===== src/rtl/mem_port_arbiter.sv =====
// rtl/mem_port_arbiter.sv - IF/MEM shared single-port memory arbiter with starvation guard
module mem_port_arbiter #(
    parameter int DATA_WIDTH   = 32,
    parameter int ADDR_WIDTH   = 32,
    parameter int MEM_LATENCY  = 2,
    parameter int STARVE_LIMIT = 4
) (
    input  logic                  clk,
    input  logic                  rst,
    input  logic                  if_req,
    input  logic [ADDR_WIDTH-1:0] if_addr,
    output logic [DATA_WIDTH-1:0] if_rdata,
    output logic                  if_ready,
    output logic                  if_stall,
    input  logic                  dm_read,
    input  logic                  dm_write,
    input  logic [ADDR_WIDTH-1:0] dm_addr,
    input  logic [DATA_WIDTH-1:0] dm_wdata,
    output logic [DATA_WIDTH-1:0] dm_rdata,
    output logic                  dm_ready,
    output logic                  dm_stall,
    output logic [ADDR_WIDTH-1:0] mem_addr,
    output logic [DATA_WIDTH-1:0] mem_wdata,
    output logic                  mem_read,
    output logic                  mem_write,
    input  logic [DATA_WIDTH-1:0] mem_rdata,
    output logic                  err
);

    localparam int LAT_W = (MEM_LATENCY > 1) ? $clog2(MEM_LATENCY) : 1;
    localparam int SC_W  = $clog2(STARVE_LIMIT + 1);

    typedef enum logic [1:0] {IDLE, ACCESS, RESP} state_t;

    state_t                state_q, state_d;
    logic [LAT_W-1:0]      lat_cnt_q, lat_cnt_d;
    logic [SC_W-1:0]       starve_cnt_q, starve_cnt_d;
    logic [ADDR_WIDTH-1:0] addr_q, addr_d;
    logic [DATA_WIDTH-1:0] wdata_q, wdata_d;
    logic                  op_write_q, op_write_d;
    logic                  grant_dm_q, grant_dm_d;
    logic [DATA_WIDTH-1:0] if_rdata_q, if_rdata_d;
    logic [DATA_WIDTH-1:0] dm_rdata_q, dm_rdata_d;
    logic                  err_q, err_d;

    logic dm_any;
    logic force_if;

    assign dm_any   = dm_read | dm_write;
    assign force_if = (starve_cnt_q == SC_W'(STARVE_LIMIT)) && if_req;

    // Next-state: arbitrate in IDLE, count out the access, one-cycle response
    always_comb begin
        state_d      = state_q;
        lat_cnt_d    = lat_cnt_q;
        starve_cnt_d = starve_cnt_q;
        addr_d       = addr_q;
        wdata_d      = wdata_q;
        op_write_d   = op_write_q;
        grant_dm_d   = grant_dm_q;
        if_rdata_d   = if_rdata_q;
        dm_rdata_d   = dm_rdata_q;
        err_d        = err_q;
        case (state_q)
            IDLE: begin
                if (dm_any && !force_if) begin
                    state_d    = ACCESS;
                    grant_dm_d = 1'b1;
                    op_write_d = dm_write;
                    addr_d     = dm_addr;
                    wdata_d    = dm_wdata;
                    lat_cnt_d  = LAT_W'(MEM_LATENCY - 1);
                    if (dm_read && dm_write) begin
                        err_d = 1'b1;
                    end
                    if (!if_req) begin
                        starve_cnt_d = '0;
                    end else if (starve_cnt_q != SC_W'(STARVE_LIMIT)) begin
                        starve_cnt_d = starve_cnt_q + SC_W'(1);
                    end
                end else if (if_req) begin
                    state_d      = ACCESS;
                    grant_dm_d   = 1'b0;
                    op_write_d   = 1'b0;
                    addr_d       = if_addr;
                    wdata_d      = '0;
                    lat_cnt_d    = LAT_W'(MEM_LATENCY - 1);
                    starve_cnt_d = '0;
                end
            end
            ACCESS: begin
                if (lat_cnt_q == '0) begin
                    state_d = RESP;
                    if (!op_write_q) begin
                        if (grant_dm_q) begin
                            dm_rdata_d = mem_rdata;
                        end else begin
                            if_rdata_d = mem_rdata;
                        end
                    end
                end else begin
                    lat_cnt_d = lat_cnt_q - LAT_W'(1);
                end
            end
            RESP: begin
                state_d = IDLE;
            end
            default: begin
                state_d = IDLE;
            end
        endcase
    end

    // State and datapath registers; reset aborts any access in flight
    always_ff @(posedge clk or negedge rst) begin
        if (!rst) begin
            state_q      <= IDLE;
            lat_cnt_q    <= '0;
            starve_cnt_q <= '0;
            addr_q       <= '0;
            wdata_q      <= '0;
            op_write_q   <= 1'b0;
            grant_dm_q   <= 1'b0;
            if_rdata_q   <= '0;
            dm_rdata_q   <= '0;
            err_q        <= 1'b0;
        end else begin
            state_q      <= state_d;
            lat_cnt_q    <= lat_cnt_d;
            starve_cnt_q <= starve_cnt_d;
            addr_q       <= addr_d;
            wdata_q      <= wdata_d;
            op_write_q   <= op_write_d;
            grant_dm_q   <= grant_dm_d;
            if_rdata_q   <= if_rdata_d;
            dm_rdata_q   <= dm_rdata_d;
            err_q        <= err_d;
        end
    end

    // Outputs decode from state so reset drops the strobes without a clock edge
    always_comb begin
        mem_read  = (state_q == ACCESS) && !op_write_q;
        mem_write = (state_q == ACCESS) && op_write_q;
        mem_addr  = (state_q == ACCESS) ? addr_q : '0;
        mem_wdata = (state_q == ACCESS) ? wdata_q : '0;
        if_ready  = (state_q == RESP) && !grant_dm_q;
        dm_ready  = (state_q == RESP) && grant_dm_q;
        if_stall  = if_req & ~if_ready;
        dm_stall  = dm_any & ~dm_ready;
        if_rdata  = if_rdata_q;
        dm_rdata  = dm_rdata_q;
        err       = err_q;
    end

endmodule


===== config.mk =====
export PLATFORM = sky130hd
export DESIGN_NAME = mem_port_arbiter
export DESIGN_NICKNAME = d
export VERILOG_FILES = /design/src/rtl/mem_port_arbiter.sv
export SDC_FILE = /design/constraint.sdc
export NUM_CORES = 1
export LEC_CHECK = 0
export CAP_MARGIN = 20
export CORE_MARGIN = 5
export CORE_UTILIZATION = 48
export CTS_BUF_LIST = sky130_fd_sc_hd__clkbuf_4
export CTS_CLUSTER_SIZE = 16
export DETAILED_ROUTE_END_ITERATION = 8
export DONT_BUFFER_PORTS = 1
export GPL_ROUTABILITY_DRIVEN = 0
export GPL_TIMING_DRIVEN = 0
export HOLD_SLACK_MARGIN = 0.02
export PLACE_DENSITY_LB_ADDON = 0.25
export SYNTH_ARGS = -nofsm -noshare
export SYNTH_HDL_FRONTEND = slang
export SYNTH_SLANG_ARGS = --single-unit
export TNS_END_PERCENT = 1

===== constraint.sdc =====
create_clock -name clk -period 2.03 [get_ports clk]
set_input_delay 0.406 -clock clk [delete_from_list [all_inputs] [get_ports clk]]
set_output_delay 0.406 -clock clk [all_outputs]
set_load 0.1 [all_outputs]

==> results by group, run 1 <==
Run status
  • Status: complete, but fails checks
  • Failing checks: negative hold slack, negative setup slack

Floorplanning
  • I/O pin total: 268
  • Die Wd: 123 um
  • Starting Density: 0.487
  • Cell Rows: 41
  • Chip height: 123 um
  • DIE AREA: 15,000 um2
  • CORE AREA: 12,500 um2

Finish
  • Cell Count, Final, Fillers Out: 850
  • Layout cell share with drive strength beyond 1: 0.290
  • Fill count: 926
  • Layout area overhead: 36.3%
  • Final core utilization: 0.663
  • Nets: 798
  • Design area: 8300 um2

Timing
  • Fin crit share: 1.19
  • Worst-margin pin slew: 0.947 ns
  • Final Critical Period: 2.41 ns
  • WHS: -0.443 ns
  • Setup violators final: 68
  • Setup Skew: 0.0182 ns
  • Slew Limit Fails: 0
  • RSZ-0062 raised after global routing: yes
  • Final WS setup: -0.383 ns
  • Worst rel slew slack: 0.369
  • Peak Freq: 414 MHz
  • Fin. Hold Viols: 137

Logic synthesis
  • Synth Cell Area: 6090 um2
  • Cells after Synth: 510
  • Number of synthesized flops with an enable pin: 0
  • Synth warnings: 0
  • Top-count cell post-synth: dfrtp_1
  • Cell taking the most area after synthesis: dfrtp_1
  • Post-synth top area share: 0.563
  • Ys flop type: dfrtp_1
  • Yosys cell types: 34
  • Average size of a mapped cell: 11.9 um2
  • Seq/Total Area, Yosys: 0.563
  • Ranking of synthesized cells by area: dfrtp_1, mux2_4, and2_1, mux2_2, a22o_1
  • Post-synthesis register bit count: 137
  • Synth cell count leaders: dfrtp_1, and2_1, nand3_1
  • Fraction of registers with async set/reset: 1.00
  • Syn nets: 645

Worst setup path
  • Critical path required time: 1.62 ns
  • Setup CP Type: reg -> out
  • Worst stage delay on the critical path: 0.49 ns
  • CP max-delay cell: nor2b_4
  • Arrival @ worst endpoint: 2.01 ns
  • Worst-path maximum fanout: 6
  • CP Launch Type: flip-flop
  • Cells along the critical path: nor3b_4, clkbuf_16, buf_6, nor2b_4
  • Worst path bufs/invs: 2
  • Reg2reg path depth: 7
  • Crit path max-delay family: simple AND/OR/NAND/NOR gates
  • Endpoint class of the critical path: primary output
  • Crit path depth: 4
  • R2R setup slack: 0.09 ns

Placed design
  • Count of input and output buffers: 0
  • Setup WS pre-CTS: -0.880 ns
  • HPWL Detailed: 11.6 mm
  • Placed cell area: 6330 um2
  • Cell count after placement: 682

Routing
  • Vias: 4,946
  • Final wirelength: 18.1 mm
  • DRC: 0
  • TritonRoute pass-1 iters: 7
  • Vias/cell: 5.82
  • Initial DRC count: 280
  • Routed Antenna Nets: 0
  • Routed WL per cell: 21.3 um

CTS
  • Hold_buf cts: 130
  • CTS Sinks: 137
  • CTS tree: done
  • Clock Path Buffers: 2
  • Clk pin slew, worst setup/hold paths: 0.11 ns
  • Worst-Skew Late Latency: 0.53 ns
  • CTS Buf Count: 17
  • CTS root buffer: clkbuf_4
  • H-tree depth: 4

Job
  • Max Cap Violations: 0

Min path
  • Worst hold path type: in -> async

GRT
  • Initial antenna violation count: 1
  • Total GRT Usage: 0.238
  • First-pass GRT wire length: 27.7 mm
  • Largest net degree at the start of global routing: 138
  • Vias in the first global route: 5,263
  • Grt ovf: 0
[layout by cell type (no fill, tap or decap), drive strengths merged, types with 3 or more instances in the layout]
master	netlist	routed
a21oi	32	32
a22o	33	33
clkbuf	31	48
diode	0	3
clkinv	0	4
bufinv	0	5
and2	66	66
buf	15	24
a31oi	32	32
nand2	5	5
nor2	5	5
o21ai	32	32
dfrtp	137	137
mux2	64	64
dlygate4sd3	0	130
nand3	35	35
[layer usage]
layer | global-route usage | vias to the layer above | share of wire
met5 | 0 | - | 0
li1 | - | 2142 | -
met4 | 0.106 | 0 | 0.033
met3 | 0.0802 | 56 | 0.095
met1 | 0.271 | 2449 | 0.37
met2 | 0.406 | 299 | 0.50
[cells by family (layout without fill, tap and decap cells)]
kind of cell | Yosys count | in the layout | share of synthesized area
flops | 137 | 137 | 0.563
compound gates | 133 | 133 | 0.138
simple gates | 124 | 124 | 0.119
mux | 66 | 66 | 0.140
buf+inv | 48 | 213 | 0.0353
fa+ha+maj | 2 | 2 | 0.00411
other cells | 0 | 3 | 0
[final timing paths]
check,startpoint,end
max in group asynchronous,rst,state_q[1]
hold reg to reg,wdata_q[14],wdata_q[14]
hold / removal,rst,dm_rdata[10]
min in group clk,if_addr[21],addr_q[21]
setup reg to reg,state_q[0],addr_q[21]
setup / recovery,state_q[1],if_stall
[flip-flops by register name (all words and copies together), names as in the netlist]
register,flops
addr_q,32
dm_rdata,32
if_rdata,32
wdata_q,32
starve_cnt_q,3
state_q,2
err,1
grant_dm_q,1
lat_cnt_q,1
op_write_q,1
[final cells by class]
cell class	count	area, um2	share of cell area
diodes	3	7.51	0.000904
plain buffers	46	279	0.0336
clock buffers	22	165	0.0199
clock inverters	9	173	0.0208
inverters	2	7.51	0.000904
multi-input cells	325	2670	0.322
flip-flops and latches	137	3430	0.413
well taps	172	215	0.0259
repair buffers	134	1350	0.163
[per-stage QoR]
| stage | hold WS, ns | setup TNS [ns] |
|---|---|---|
| floorplan | 0.110 | -12.31 |
| global placement | 0.114 | -41.55 |
| detailed placement | 0.114 | -44.46 |
| CTS | -0.510 | -32.61 |
| global route | -0.523 | -19.22 |
| finish | -0.443 | -11.77 |
[timing repair]
action | CTS | global route
cloned | 0 | 0
pin swaps | 57 | 34
gates resized for setup | 147 | 32
setup buffers | 2 | 0
hold endpoints to repair | 270 | 137
endpoints found under the setup margin | 100 | 129
[worst register-to-register path, stage by stage, from the launching register on]
cell and delay (ns):
dfrtp_2 0.47, buf_4 0.15, nor2_1 0.11, buf_2 0.23
and2_1 0.15, clkbuf_1 0.27, clkbuf_2 0.31, a31oi_1 0.15
Power of run 1 is left out: the tool's default activity adds up to more than one toggle a clock period on the data nets, which glitch-free logic cannot reach.
==> inputs of run 2 (changes only) <==
--- a/config.mk
+++ b/config.mk
@@ -15,7 +15,9 @@
 export GPL_ROUTABILITY_DRIVEN = 0
 export GPL_TIMING_DRIVEN = 0
 export HOLD_SLACK_MARGIN = 0.02
+export MAX_ROUTING_LAYER = met4
 export PLACE_DENSITY_LB_ADDON = 0.25
+export SLEW_MARGIN = 30
 export SYNTH_ARGS = -nofsm -noshare
 export SYNTH_HDL_FRONTEND = slang
 export SYNTH_SLANG_ARGS = --single-unit
==> constraint.sdc (replaced) <==
create_clock -name clk -period 2.03 [get_ports clk]
set_input_delay 0.406 -clock clk [delete_from_list [all_inputs] [get_ports clk]]
set_output_delay 0.406 -clock clk [all_outputs]
set_load 0.05 [all_outputs]
==> run 2 against run 1 <==
  * The flow still finishes with violations (negative hold slack, negative setup slack)
  * Register-to-register slack improved by 0.03 ns
  * Maximum frequency rose by 10%
  * Sequential cell count did not move
  * Worst hold slack improved by 0.0072 ns
  * Highest routed layer unchanged
  * Via count fell by 0.71%
  * Global-route usage rose by 0.47 points
  * Non-clock buffer count fell by 2
  * Sequential share of layout area rose by 0.30 points
==> results by group, run 2 (synthesis gave the netlist of run 1 again) <==
Worst setup path
  • CP max-delay cell: nor3b_4
  • Worst path bufs/invs: 0 (-2)
  • Worst-path maximum fanout: 3 (-3)
  • Worst stage delay on the critical path: 0.63 ns (+0.14 ns)
  • Launch point of the worst path: grant_dm_q
  • Setup CP Type: reg -> out
  • Critical path required time: 1.62 ns (about the same)
  • Crit path depth: 2 (-2)
  • R2R setup slack: 0.12 ns (+0.03 ns)
  • Crit path max-delay family: simple AND/OR/NAND/NOR gates
  • Reg2reg path depth: 7 (unchanged)
  • CP Launch Type: flip-flop
  • RR Startpoint: state_q[0]
  • FF-to-FF End: addr_q[5]
  • Endpoint class of the critical path: primary output
  • Crit path capture: if_stall
  • Cells along the critical path: nor3b_4, nor2b_4
  • Arrival @ worst endpoint: 1.78 ns (-0.23 ns)

Timing
  • Final WS setup: -0.160 ns (+0.223 ns)
  • Peak Freq: 457 MHz (+10%)
  • TNS Setup: -3.51 ns (+8.26 ns)
  • Fin crit share: 1.08 (-0.110)
  • Slew Limit Fails: 0 (unchanged)
  • Setup Skew: 0.0205 ns (+0.00235 ns)
  • RSZ-0062 raised after global routing: yes
  • Setup violators final: 51 (-25%)
  • Final Critical Period: 2.19 ns (-0.223 ns)
  • Worst-margin pin slew: 0.716 ns (-0.231 ns)
  • Fin. Hold Viols: 137 (unchanged)
  • Worst rel slew slack: 0.522 (+0.154)
  • WHS: -0.436 ns (+0.00723 ns)

Placed design
  • Cell count after placement: 682 (unchanged)
  • Count of input and output buffers: 0 (unchanged)
  • HPWL Detailed: 11.5 mm (-0.92%)

CTS
  • Worst-Skew Late Latency: 0.52 ns (about the same)
  • CTS Sinks: 137 (unchanged)
  • Clock Path Buffers: 2 (unchanged)
  • H-tree depth: 4 (unchanged)
  • CTS Buf Count: 17 (unchanged)
  • Clk pin slew, worst setup/hold paths: 0.12 ns (about the same)
  • CTS tree: done
  • CTS root buffer: clkbuf_4

GRT
  • Vias in the first global route: 5,241 (-0.42%)
  • First-pass GRT wire length: 27.5 mm (-0.43%)
  • Grt ovf: 0 (unchanged)
  • Total GRT Usage: 0.243 (+0.00470)
  • Largest net degree at the start of global routing: 138 (unchanged)
  • Initial antenna violation count: 0 (-1)

Routing
  • Final wirelength: 18.0 mm (-0.90%)
  • Routed WL per cell: 21.2 um (-0.44%)
  • Initial DRC count: 362 (+29%)
  • TritonRoute pass-1 iters: 6 (-1)
  • Vias: 4,911 (-0.71%)
  • Vias/cell: 5.80 (-0.24%)
  • Routed Antenna Nets: 0 (unchanged)
  • DRC: 0 (unchanged)

Floorplanning
  • Die Wd: 123 um (unchanged)
  • Starting Density: 0.487 (unchanged)
  • DIE AREA: 15,000 um2 (unchanged)
  • Chip height: 123 um (unchanged)
  • I/O pin total: 268 (unchanged)
  • Cell Rows: 41 (unchanged)
  • CORE AREA: 12,500 um2 (unchanged)

Finish
  • Most common cell after layout, fill and taps aside: dfrtp_1
  • Final core utilization: 0.658 (-0.00470)
  • Cell Count, Final, Fillers Out: 846 (-0.47%)
  • Layout cell share with drive strength beyond 1: 0.294 (+0.00340)
  • Ant diodes: 0 (-3)
  • Nets: 796 (-0.25%)
  • Most frequent cells in the layout: dfrtp_1, dlygate4sd3_1, and2_4
  • Layout area overhead: 35.3%

Run status
  • Status: complete, but fails checks
  • Failing checks: negative hold slack, negative setup slack

Job
  • Max Cap Violations: 0 (unchanged)

Min path
  • Worst hold path type: in -> async
==> run 2: metrics by stage <==
stage	instance area, um2	setup slack [ns]
global placement	6310	-0.481
CTS	8200	-0.223
global route	8240	-0.295
finish	8240	-0.160
floorplan	6100	0.0349
detailed placement	6310	-0.516
==> run 2: cell type report <==
cell class	instances	area, um2
Buffer	46	279
Clock buffer	18	135
Clock inverter	14	195
Fill cell	964	4280
Inverter	2	7.51
Multi-Input combinational cell	325	2670
Sequential cell	137	3430
Tap cell	172	215
Timing Repair Buffer	132	1310
==> run 2: how the worst min path moves through the flow <==
stage | slack, ns | depth (start not counted) | to
global placement | 0.11 | 0 | dm_rdata[1]
global route | -0.53 | 0 | dm_rdata[1]
CTS | -0.50 | 0 | dm_rdata[1]
detailed placement | 0.11 | 0 | dm_rdata[1]
floorplan | 0.11 | 0 | addr_q[0]
finish | -0.44 | 0 | dm_rdata[1]
==> run 2: worst register-to-register path, stage by stage (launching register included) <==
cell	delay [ns]
dfrtp_2	0.46
buf_4	0.15
nor2_1	0.10
buf_2	0.23
and2_1	0.15
clkbuf_1	0.27
buf_2	0.29
a31oi_1	0.14
==> run 2: per-layer routing <==
| metal | vias to the layer above | global-route usage | part of all wire |
|---|---|---|---|
| met3 | 45 | 0.0811 | 0.093 |
| met4 | 0 | 0.0903 | 0.023 |
| li1 | 2143 | - | - |
| met5 | - | - | 0 |
| met1 | 2436 | 0.274 | 0.38 |
| met2 | 287 | 0.402 | 0.51 |
==> run 2: timing repair <==
item / in CTS / in global routing
pin swaps: 50 / 9
gates cloned: 0 / 0
buffers inserted: 4 / 0
hold buffers: 127 / 1
setup endpoints to repair: 70 / 129
gates resized for setup: 160 / 14
endpoints found under the hold margin: 268 / 138
Power of run 2 is left out for the same reason.
==> inputs of run 3 (changes only) <==
--- a/config.mk
+++ b/config.mk
@@ -17,6 +17,7 @@
 export HOLD_SLACK_MARGIN = 0.02
 export MAX_ROUTING_LAYER = met4
 export PLACE_DENSITY_LB_ADDON = 0.25
+export RECOVER_POWER = 100
 export SLEW_MARGIN = 30
 export SYNTH_ARGS = -nofsm -noshare
 export SYNTH_HDL_FRONTEND = slang
==> run 3 against run 2 <==
  * The flow still finishes with violations (negative hold slack, negative setup slack)
  * Worst hold slack better by 0.0021 ns
  * Routed wire length is 0.15% lower
  * Final cell count stayed put
  * Clock skew hardly changed
  * Via count hardly changed
  * Critical path depth stayed put
  * Utilization is 0.20 points lower
==> results by group, run 3 (synthesis gave the netlist of run 1 again) <==
Worst setup path
  • Crit path capture: if_stall
  • FF-to-FF End: addr_q[5]
  • CP Launch Type: flip-flop
  • R2R setup slack: -0.06 ns (-0.18 ns)
  • Endpoint class of the critical path: primary output
  • Arrival @ worst endpoint: 1.78 ns (about the same)
  • RR Startpoint: state_q[0]
  • Setup CP Type: reg -> out
  • Launch point of the worst path: grant_dm_q
  • Reg2reg path depth: 7 (unchanged)
  • Critical path required time: 1.62 ns (about the same)
  • Worst-path maximum fanout: 3 (unchanged)

Finish
  • Fill count: 966 (+0.21%)
  • Cell Count, Final, Fillers Out: 846 (unchanged)
  • Most common cell after layout, fill and taps aside: dfrtp_1
  • Nets: 796 (unchanged)
  • Ant diodes: 0 (unchanged)
  • Most frequent cells in the layout: dfrtp_1, dlygate4sd3_1, and2_4
  • Layout area overhead: 34.9%
  • Layout cell share with drive strength beyond 1: 0.285 (-0.00890)

GRT
  • Initial antenna violation count: 0 (unchanged)
  • First-pass GRT wire length: 27.5 mm (unchanged)
  • Largest net degree at the start of global routing: 138 (unchanged)
  • Total GRT Usage: 0.243 (unchanged)
  • Vias in the first global route: 5,241 (unchanged)
  • Grt ovf: 0 (unchanged)

Routing
  • Initial DRC count: 329 (-9.1%)
  • DRC: 0 (unchanged)
  • Routed Antenna Nets: 0 (unchanged)
  • Final wirelength: 17.9 mm (-0.15%)
  • Routed WL per cell: 21.2 um (-0.15%)
  • TritonRoute pass-1 iters: 5 (-1)
  • Vias/cell: 5.81 (about the same)
  • Vias: 4,915 (+0.081%)

Placed design
  • Count of input and output buffers: 0 (unchanged)
  • Cell count after placement: 682 (unchanged)
  • HPWL Detailed: 11.5 mm (unchanged)

Timing
  • Final Critical Period: 2.19 ns (-0.00269 ns)
  • Final WS setup: -0.157 ns (+0.00269 ns)
  • Setup violators final: 104 (+100%)
  • TNS Setup: -6.58 ns (-3.07 ns)
  • Peak Freq: 457 MHz (+0.12%)
  • Worst-margin pin slew: 0.717 ns (+0.000856 ns)
  • RSZ-0062 raised after global routing: yes
  • Setup Skew: 0.0206 ns (+0.000105 ns)
  • Fin. Hold Viols: 137 (unchanged)
  • Worst rel slew slack: 0.522 (-0.000571)
  • Slew Limit Fails: 0 (unchanged)
  • Fin crit share: 1.08 (-0.00132)
  • WHS: -0.434 ns (+0.00205 ns)

CTS
  • Clock Path Buffers: 2 (unchanged)
  • CTS tree: done
  • Clk pin slew, worst setup/hold paths: 0.12 ns (about the same)
  • CTS root buffer: clkbuf_4
  • CTS Sinks: 137 (unchanged)
  • CTS Buf Count: 17 (unchanged)
  • Worst-Skew Late Latency: 0.52 ns (about the same)
  • H-tree depth: 4 (unchanged)

Floorplanning
  • Cell Rows: 41 (unchanged)
  • CORE AREA: 12,500 um2 (unchanged)
  • DIE AREA: 15,000 um2 (unchanged)
  • Starting Density: 0.487 (unchanged)
  • I/O pin total: 268 (unchanged)
  • Chip height: 123 um (unchanged)
  • Die Wd: 123 um (unchanged)

Min path
  • Worst hold path type: in -> async

Run status
  • Status: complete, but fails checks
  • Failing checks: negative hold slack, negative setup slack

Job
  • Max Cap Violations: 0 (unchanged)
## run 3: changes by cell type in the layout (fill, tap and decap cells not counted), sizes merged
| cell | before | now |
|---|---|---|
| buf | 25 | 21 |
| clkbuf | 43 | 47 |
## run 3: critical path: stages, from the launching register on
cell	delay [ns]
dfrtp_2	0.45
nor3b_4	0.63
nor2b_4	0.20
## run 3: area by class of cell
type,instances,area [um2],share of cell area
Timing Repair Buffer,132,1300,0.159
Sequential cell,137,3430,0.418
Tap cell,172,215,0.0262
Multi-Input combinational cell,325,2650,0.323
Clock inverter,14,195,0.0238
Buffer,46,277,0.0337
Clock buffer,18,135,0.0164
Inverter,2,7.51,0.000914
## run 3: how the worst min path moves through the flow
stage	slack, ns	end	depth (start not counted)
final	-0.43	dm_rdata[1]	0
after global routing	-0.53	dm_rdata[1]	0
after CTS	-0.50	dm_rdata[1]	0
after detailed placement	0.11	dm_rdata[1]	0
after global placement	0.11	dm_rdata[1]	0
after floorplan	0.11	addr_q[0]	0
## run 3: stage by stage
step	instance area, um2	utilization	setup slack [ns]
detailed placement	6310	0.504	-0.516
finish	8220	0.656	-0.157
floorplan	6100	-	0.0349
global placement	6310	0.504	-0.481
CTS	8200	0.655	-0.223
global route	8220	0.656	-0.295
## run 3: repair_timing
action                                  CTS  global route
setup buffers                             4             0
hold buffers                            127             1
resized for setup                       160            14
cloned                                    0             0
hold endpoints to repair                268           138
endpoints found under the setup margin   70           129
pin swaps                                50             9
## run 3: layer usage
layer	up-vias	share of wire	track usage
met5	-	0	-
li1	2147	-	-
met4	0	0.022	0.0903
met2	291	0.51	0.402
met1	2437	0.37	0.274
met3	40	0.096	0.0811
Power of run 3 is left out for the same reason.
